$ cat src/rtl/bus_arbiter.sv
// Four-master round-robin arbiter sharing one slave, with registered one-hot grant.
// Optional burst limit compiled in with `define BUS_ARBITER_BURST_LIMIT_EN.
module bus_arbiter #(
    parameter int SIZE      = 2,
    parameter int MAX_BURST = 8
) (
    input  logic                 Clk,
    input  logic                 Reset,
    input  logic [3:0]           req,
    input  logic [3:0][SIZE-1:0] m2s_in,
    input  logic [SIZE-1:0]      s2m_in,
    output logic [SIZE-1:0]      m2s_out,
    output logic [3:0][SIZE-1:0] s2m_out,
    output logic [3:0]           grant,
    output logic [1:0]           owner,
    output logic                 busy
);

    typedef enum logic {
        IDLE  = 1'b0,
        GRANT = 1'b1
    } state_t;

    state_t     state_q, state_d;
    logic [1:0] last_q, last_d;
    logic [1:0] owner_d;
    logic [3:0] grant_d;
    logic       busy_d;

    logic [1:0] rr_winner;
    logic [1:0] rr_cand;
    logic       rr_found;
    logic       burst_expired;

    if (MAX_BURST < 2 || MAX_BURST > 256) begin : g_bad_max_burst
        $error("bus_arbiter: MAX_BURST must lie in 2..256");
    end

    // Search starts one past the last winner so every requester gets a turn.
    always_comb begin
        rr_winner = '0;
        rr_cand   = '0;
        rr_found  = 1'b0;
        for (int i = 1; i <= 4; i++) begin
            rr_cand = last_q + 2'(i);
            if (!rr_found && req[rr_cand]) begin
                rr_winner = rr_cand;
                rr_found  = 1'b1;
            end
        end
    end

`ifdef BUS_ARBITER_BURST_LIMIT_EN
    localparam logic [7:0] burst_last = 8'(MAX_BURST - 1);

    logic [7:0] burst_cnt_q, burst_cnt_d;
    logic       others_req;

    assign others_req    = |(req & ~(4'b0001 << owner));
    assign burst_expired = (burst_cnt_q == burst_last) && others_req;

    // Cleared on entry to GRANT, saturates so a lone requester keeps the bus.
    always_comb begin
        burst_cnt_d = burst_cnt_q;
        if (state_q == IDLE) begin
            burst_cnt_d = '0;
        end else if (burst_cnt_q != burst_last) begin
            burst_cnt_d = burst_cnt_q + 8'd1;
        end
    end

    always_ff @(posedge Clk) begin
        if (Reset) begin
            burst_cnt_q <= '0;
        end else begin
            burst_cnt_q <= burst_cnt_d;
        end
    end
`else
    assign burst_expired = 1'b0;
`endif

    // NOTE: every output of this block gets a default first, so no path can leave one unassigned and infer a latch.
    always_comb begin
        state_d = state_q;
        last_d  = last_q;
        owner_d = owner;
        grant_d = grant;
        busy_d  = busy;
        case (state_q)
            IDLE: begin
                if (rr_found) begin
                    state_d = GRANT;
                    last_d  = rr_winner;
                    owner_d = rr_winner;
                    grant_d = 4'b0001 << rr_winner;
                    busy_d  = 1'b1;
                end
            end
            GRANT: begin
                // Only the owner's own request (or burst expiry) can end a grant.
                if (!req[owner] || burst_expired) begin
                    state_d = IDLE;
                    grant_d = '0;
                    busy_d  = 1'b0;
                end
            end
            default: begin
                state_d = IDLE;
                grant_d = '0;
                busy_d  = 1'b0;
            end
        endcase
    end

    // NOTE: state registers use non-blocking assignments so all of them update together from pre-edge values.
    always_ff @(posedge Clk) begin
        if (Reset) begin
            state_q <= IDLE;
            last_q  <= 2'd3;
            owner   <= '0;
            grant   <= '0;
            busy    <= 1'b0;
        end else begin
            state_q <= state_d;
            last_q  <= last_d;
            owner   <= owner_d;
            grant   <= grant_d;
            busy    <= busy_d;
        end
    end

    always_comb begin
        m2s_out = '0;
        s2m_out = '0;
        if (busy) begin
            m2s_out        = m2s_in[owner];
            s2m_out[owner] = s2m_in;
        end
    end

`ifndef SYNTHESIS
    always_ff @(posedge Clk) begin
        if (!Reset) begin
            assert ($onehot0(grant));
            assert (busy == (|grant));
        end
    end
`endif

endmodule
$ cat config.mk
export PLATFORM = sky130hd
export DESIGN_NAME = bus_arbiter
export DESIGN_NICKNAME = d
export VERILOG_FILES = /design/src/rtl/bus_arbiter.sv
export SDC_FILE = /design/constraint.sdc
export NUM_CORES = 1
export LEC_CHECK = 0
export ABC_AREA = 0
export CAP_MARGIN = 20
export CORE_MARGIN = 2
export CORE_UTILIZATION = 37
export DETAILED_ROUTE_END_ITERATION = 10
export PLACE_DENSITY = 0.78
export REMOVE_ABC_BUFFERS = 1
export SETUP_SLACK_MARGIN = 0.05
export SLEW_MARGIN = 0
export SYNTH_ARGS = -nofsm -noshare
export SYNTH_HDL_FRONTEND = slang
export SYNTH_SLANG_ARGS = --single-unit
$ cat constraint.sdc
create_clock -name Clk -period 2.2 [get_ports Clk]
set_clock_uncertainty 0.2 [all_clocks]
set_input_delay 0.66 -clock Clk [delete_from_list [all_inputs] [get_ports Clk]]
set_output_delay 0.66 -clock Clk [all_outputs]
set_load 0.01 [all_outputs]
# == After elaboration in Yosys (flattened, before gate mapping) ==
# Index checks and enable logic that the tools add are counted.
# word_totals
out_inout_bits,17
regBits,10
# classes
shift,1
eq_ne,2
reduce_logical,9
add_sub_neg,3
bitwise,2
n_lt_le_gt_ge,6
n_mux,33
# ops
op,n
"2-bit by 3-bit less-than comparator with 1-bit output, second input constant",5
2-bit two-way mux,7
1-bit two-way mux,13
1-bit binary-select mux with 2-bit select,5
8-bit AND,1
4-bit two-way mux,2
8-bit two-way mux,1
4-bit case mux with 2 select lines,1
"2-bit adder, second input constant",2
2-bit binary-select mux with 2-bit select,1
2-bit demux with 2-bit select,1
1-bit logical AND,4
"2-bit inequality test, second input constant",2
1-bit case mux with 2 select lines,2
2-bit AND reduction,2
"1-bit by 2-bit left shift with 4-bit output, first input constant",1
1-bit logical NOT,3
"2-bit by 1-bit adder with 2-bit output, second input constant",1
"2-bit by 1-bit greater-or-equal comparator with 1-bit output, second input constant",1
1-bit inverter,1

# == Logic depth before layout (Yosys ltp) ==
# depth
ltp_word,16
ltp_mapped,5

# == Least setup slack after synthesis ==
# Ideal clock, no wire load.
# synth_path
kind,input port to output port
startpoint,input port m2s_in[2] in the netlist's numbering
endpoint,output port m2s_out[0]
slack_ns,0.027
t_arrival_ns,1.313
path_stages,2
n_path_buf,0
required_time_ns,1.340
cell_sequence,mux4_1 and2_1
# synth_via
elab_chain_len,3
# synth_lines
item,line,text
from (decl),10,"input logic [3:0][SIZE-1:0] m2s_in,"
2-bit binary-select mux with 2-bit select,137,m2s_out = m2s_in[owner];
2-bit two-way mux (implied by the code),137,
2-bit two-way mux,136,if (busy) begin
to (decl),12,"output logic [SIZE-1:0] m2s_out,"
# Every way passes these cells. The select of a mux whose other input is x is not followed.

# == Worst setup path after layout ==
# layout_path
startpoint,input port m2s_in[7] in the netlist's numbering
endpoint,output port m2s_out[1]
# Same word-level chain as after synthesis.

==> results.md <==
- The run finished, with violations left.
- The arrival time reported for the critical path endpoint is 1.47 ns.
- The maximum root-to-sink buffer count is 2.
- The highest net fanout along the worst path is 1.
- The number of distinct library cells after synthesis is 25.
- The final layout contains 139 nets.
- The synthesized design contains 0 enable-type register cells.
- The die span in x is 44.8 um.
- The average instance area after synthesis is 8.32 um^2.
- The routed via count is 734.
- The later pin in the worst-skew pair is clocked with a latency of 0.28 ns.
- For flop-to-flop paths, the worst setup slack is 0.23 ns.
- The post-CTS setup-driven buffer insertion count is 0.
- The total half-perimeter wirelength after legalization and detailed placement is 1470 um.
- The share of the clock period used by the worst path is 1.06.
- The total congestion overflow is 0.
- The endpoint of the worst-slack reg-to-reg timing path is grant[2].
- The number of I/O pins is 33.
- The worst setup path is launched from an input port.
- At the worst endpoint, the required time is 1.34 ns.
- After synthesis the cells add up to 616 um^2.
- The cell family with the largest share of critical-path delay is multiplexers.
- The combinational share of power is 0.357.
- The part of the total power dissipated in the clock network is 0.282.
- The die outline height is 44.8 um.
- The hold-fix buffer count after cts is 0.
- The Yosys step of the flow raised 0 warnings.
- The number of cells produced by synthesis is 74.
- The final setup violation count is 2.
- The checks that failed: setup timing.
- CTS built an H-tree with a depth of 1.
- The fraction of final layout cells with drive strength greater than 1 is 0.361.
- The antenna violation net count after detailed routing is 0.
- The number of remaining DRC errors is 0.
- In this run the power density over the cells is 606 mW/mm^2.
- Once routing completed, OpenROAD measured the worst setup slack at -0.127 ns.
- The initial utilization of the core area, before any placement, comes to 0.399.
- The sum of negative setup slack is -0.250 ns.
- For hold timing, the worst endpoint is grant[1].
- The final number of max-transition violations is 0.
- The quantity of I/O buffers inserted on ports is 32.
- The core utilization of the finished layout is 0.654.
- The number of vias per cell is 5.32.
- In the global route stage, overall resource usage came out at 0.200.
- For this block, the routed nets add up to 1850 um of wire.
- The largest net degree at the start of global routing is 9.
- Setup repair after global routing could not meet its margin everywhere.
- The startpoint of the worst-slack reg-to-reg timing path is owner[0].
- The net switching power is 186 uW.
- In this run the core area contains 14 standard-cell rows.
- Leaving out fill and tap cells, the most frequent cells in the layout are 14 x sky130_fd_sc_hd__buf_4, 13 x sky130_fd_sc_hd__nor2_1, 13 x sky130_fd_sc_hd__buf_2.
- Of the total power, the share spent switching nets is 0.304.
- The initial antenna violation count is 0.
- The die outline area is 0.00201 mm^2.
- For this design the static power due to leakage is 0.000482 uW.
- TritonCTS built the clock tree.
- On the worst path, the slowest cell contributes a delay of 0.45 ns.
- Timing analysis after detailed placement gives a worst setup slack of -0.852 ns.
- Counting the fill cells in the layout gives 135.
- The highest attainable clock frequency is 430 MHz.
- The root cell of the clock tree is sky130_fd_sc_hd__clkbuf_4.
- The count of cells along the worst hold path is 2.
- In this run the tightest slew margin relative to its limit is 0.812.
- By area the synthesized netlist is led by sky130_fd_sc_hd__dfxtp_1 33%, sky130_fd_sc_hd__mux4_1 8.5%, sky130_fd_sc_hd__nor2_1 7.9%.
- The number of clock buffers inserted by TritonCTS is 3.
- The first global-routing pass estimated 2960 um of wire.
- The slew at the pin closest to its max-slew limit is 0.279 ns.
- The top cell type by total area after synthesis is sky130_fd_sc_hd__dfxtp_1.
- The worst-case reg-to-reg path depth is 5.
- The number of global-route vias before repair is 710.
- The maximum vdd drop is 0.366 mV.
- The global placement routability congestion is 0.812.
- The number of DRC markers after the initial detailed-route iteration is 11.
- The growth of design area from synthesis to finish is 63.8%.
- The first detailed-routing pass took 3 iterations.
- The share of synthesized area in the top cell type comes to 0.325.
- On the critical path, the stage with the largest delay is an instance of sky130_fd_sc_hd__mux4_2.
- Internal power comes to 425 uW.
- The count of max-cap constraint violations is 0.
- STA classifies the critical path endpoint as an output port.
- Of the total power, registers draw 0.362.
- The most common library cell in the layout ignoring fill and taps is sky130_fd_sc_hd__buf_4.
- In this run the most critical hold path is launched from grant[1].
- The floorplan core area is 0.00154 mm^2.
- The tree built by TritonCTS fans out to 10 sinks.
- The instance count on the critical path is 4.
- The critical path goes through buf_6 > mux4_2 > and2_1 > buf_2.
- Counting I/O delays and the setup requirement, the final critical path takes 2.33 ns.
- For this run, the leading register cell type out of synthesis is sky130_fd_sc_hd__dfxtp_1.
- The critical path contains buffers and inverters numbering 2 combined.
- The count of endpoints failing hold in the final timing report came to 0.
- Clock-pin slew was measured on the worst setup and hold paths at 0.06 ns.
- The average wire length per cell after detail routing is 13.4 um.
- The type of the most critical hold path is flip-flop to flip-flop.
- After synthesis the netlist holds a flip-flop and latch count of 10.
- The antenna diode instance count is 0.
- After synthesis, the share of flip-flops with an asynchronous set or reset is 0.
- The critical path in this run is classified as input port to output port.
- For this run, the register share of the synthesized area comes to 0.325.
worst max path at each step:
stage | startpoint | to | slack (ns)
after detailed placement | m2s_in[1] | m2s_out[1] | -0.85
after global routing | m2s_in[7] | m2s_out[1] | -0.15
after CTS | m2s_in[7] | m2s_out[1] | -0.13
final | m2s_in[7] | m2s_out[1] | -0.13
after global placement | m2s_in[2] | m2s_out[0] | -0.83
after floorplan | m2s_in[2] | m2s_out[0] | 0.03
what timing repair did:
item	4_1_cts	5_1_grt
gates cloned	0	0
endpoints found under the setup margin	17	3
gates resized for setup	81	0
pin swaps	6	0
sequential cells by signal (all words and copies together), names as in the netlist:
name and flops:
busy 1, grant 4, state_q 1, last_q 2, owner 2
through the flow:
| step | cell area, um^2 | std cells | hold WS (ns) | power, uW |
|---|---|---|---|---|
| finish | 1010 | 138 | 0.273 | 611 |
| global route | 1010 | 138 | 0.299 | 648 |
| CTS | 1010 | 138 | 0.275 | 610 |
| detailed placement | 1050 | 134 | 0.266 | 458 |
| global placement | 1050 | 134 | 0.257 | 451 |
| floorplan | 601 | 72 | 0.256 | 325 |
layer usage:
| metal | GRT usage | up-vias | wire length, um |
|---|---|---|---|
| met1 | 0.231 | 342 | 758 |
| li1 | - | 360 | - |
| met5 | 0 | - | 0 |
| met2 | 0.362 | 29 | 905 |
| met4 | 0.0824 | 0 | 25 |
| met3 | 0.0360 | 3 | 163 |
final cells by class:
class / instances / area, um^2 / share of cell area
clock buffers: 4 / 36.3 / 0.0360
inverters: 3 / 11.3 / 0.0112
multi-input cells: 59 / 382 / 0.378
flip-flops and latches: 10 / 203 / 0.201
well taps: 16 / 20.0 / 0.0199
repair buffers: 46 / 357 / 0.354
tightest hold or removal path, stage by stage (launching register included):
cell and delay (ns):
sky130_fd_sc_hd__dfxtp_1 0.31, sky130_fd_sc_hd__nand4_1 0.06, sky130_fd_sc_hd__o41ai_1 0.06
power groups by stage:
| stage | Clock [uW] | Combinational, uW | Sequential [uW] |
|---|---|---|---|
| CTS | 169 | 220 | 221 |
| finish | 172 | 218 | 221 |
| detailed placement | 0 | 234 | 224 |
| global route | 186 | 238 | 224 |
| global placement | 0 | 229 | 223 |
| floorplan | 0 | 94.5 | 230 |
cells in the mapped netlist (2+ instances only):
cell and number:
sky130_fd_sc_hd__buf_4 2, sky130_fd_sc_hd__mux4_1 2, sky130_fd_sc_hd__dfxtp_1 10, sky130_fd_sc_hd__inv_1 3
sky130_fd_sc_hd__nand2_1 8, sky130_fd_sc_hd__o41ai_1 2, sky130_fd_sc_hd__a21oi_1 7, sky130_fd_sc_hd__a32o_1 2
sky130_fd_sc_hd__nand2b_1 6, sky130_fd_sc_hd__nand4_1 2, sky130_fd_sc_hd__nor2_1 13, sky130_fd_sc_hd__o21ai_0 2
sky130_fd_sc_hd__and2_1 3
cells by family after synthesis:
kind of cell,synth area share
AND/OR/NAND/NOR,0.333
buffers and inverters,0.0427
AO/OA/AOI/OAI,0.177
flip-flops,0.325
multiplexers,0.122
Note: power is estimated with default switching activity, not from simulation.
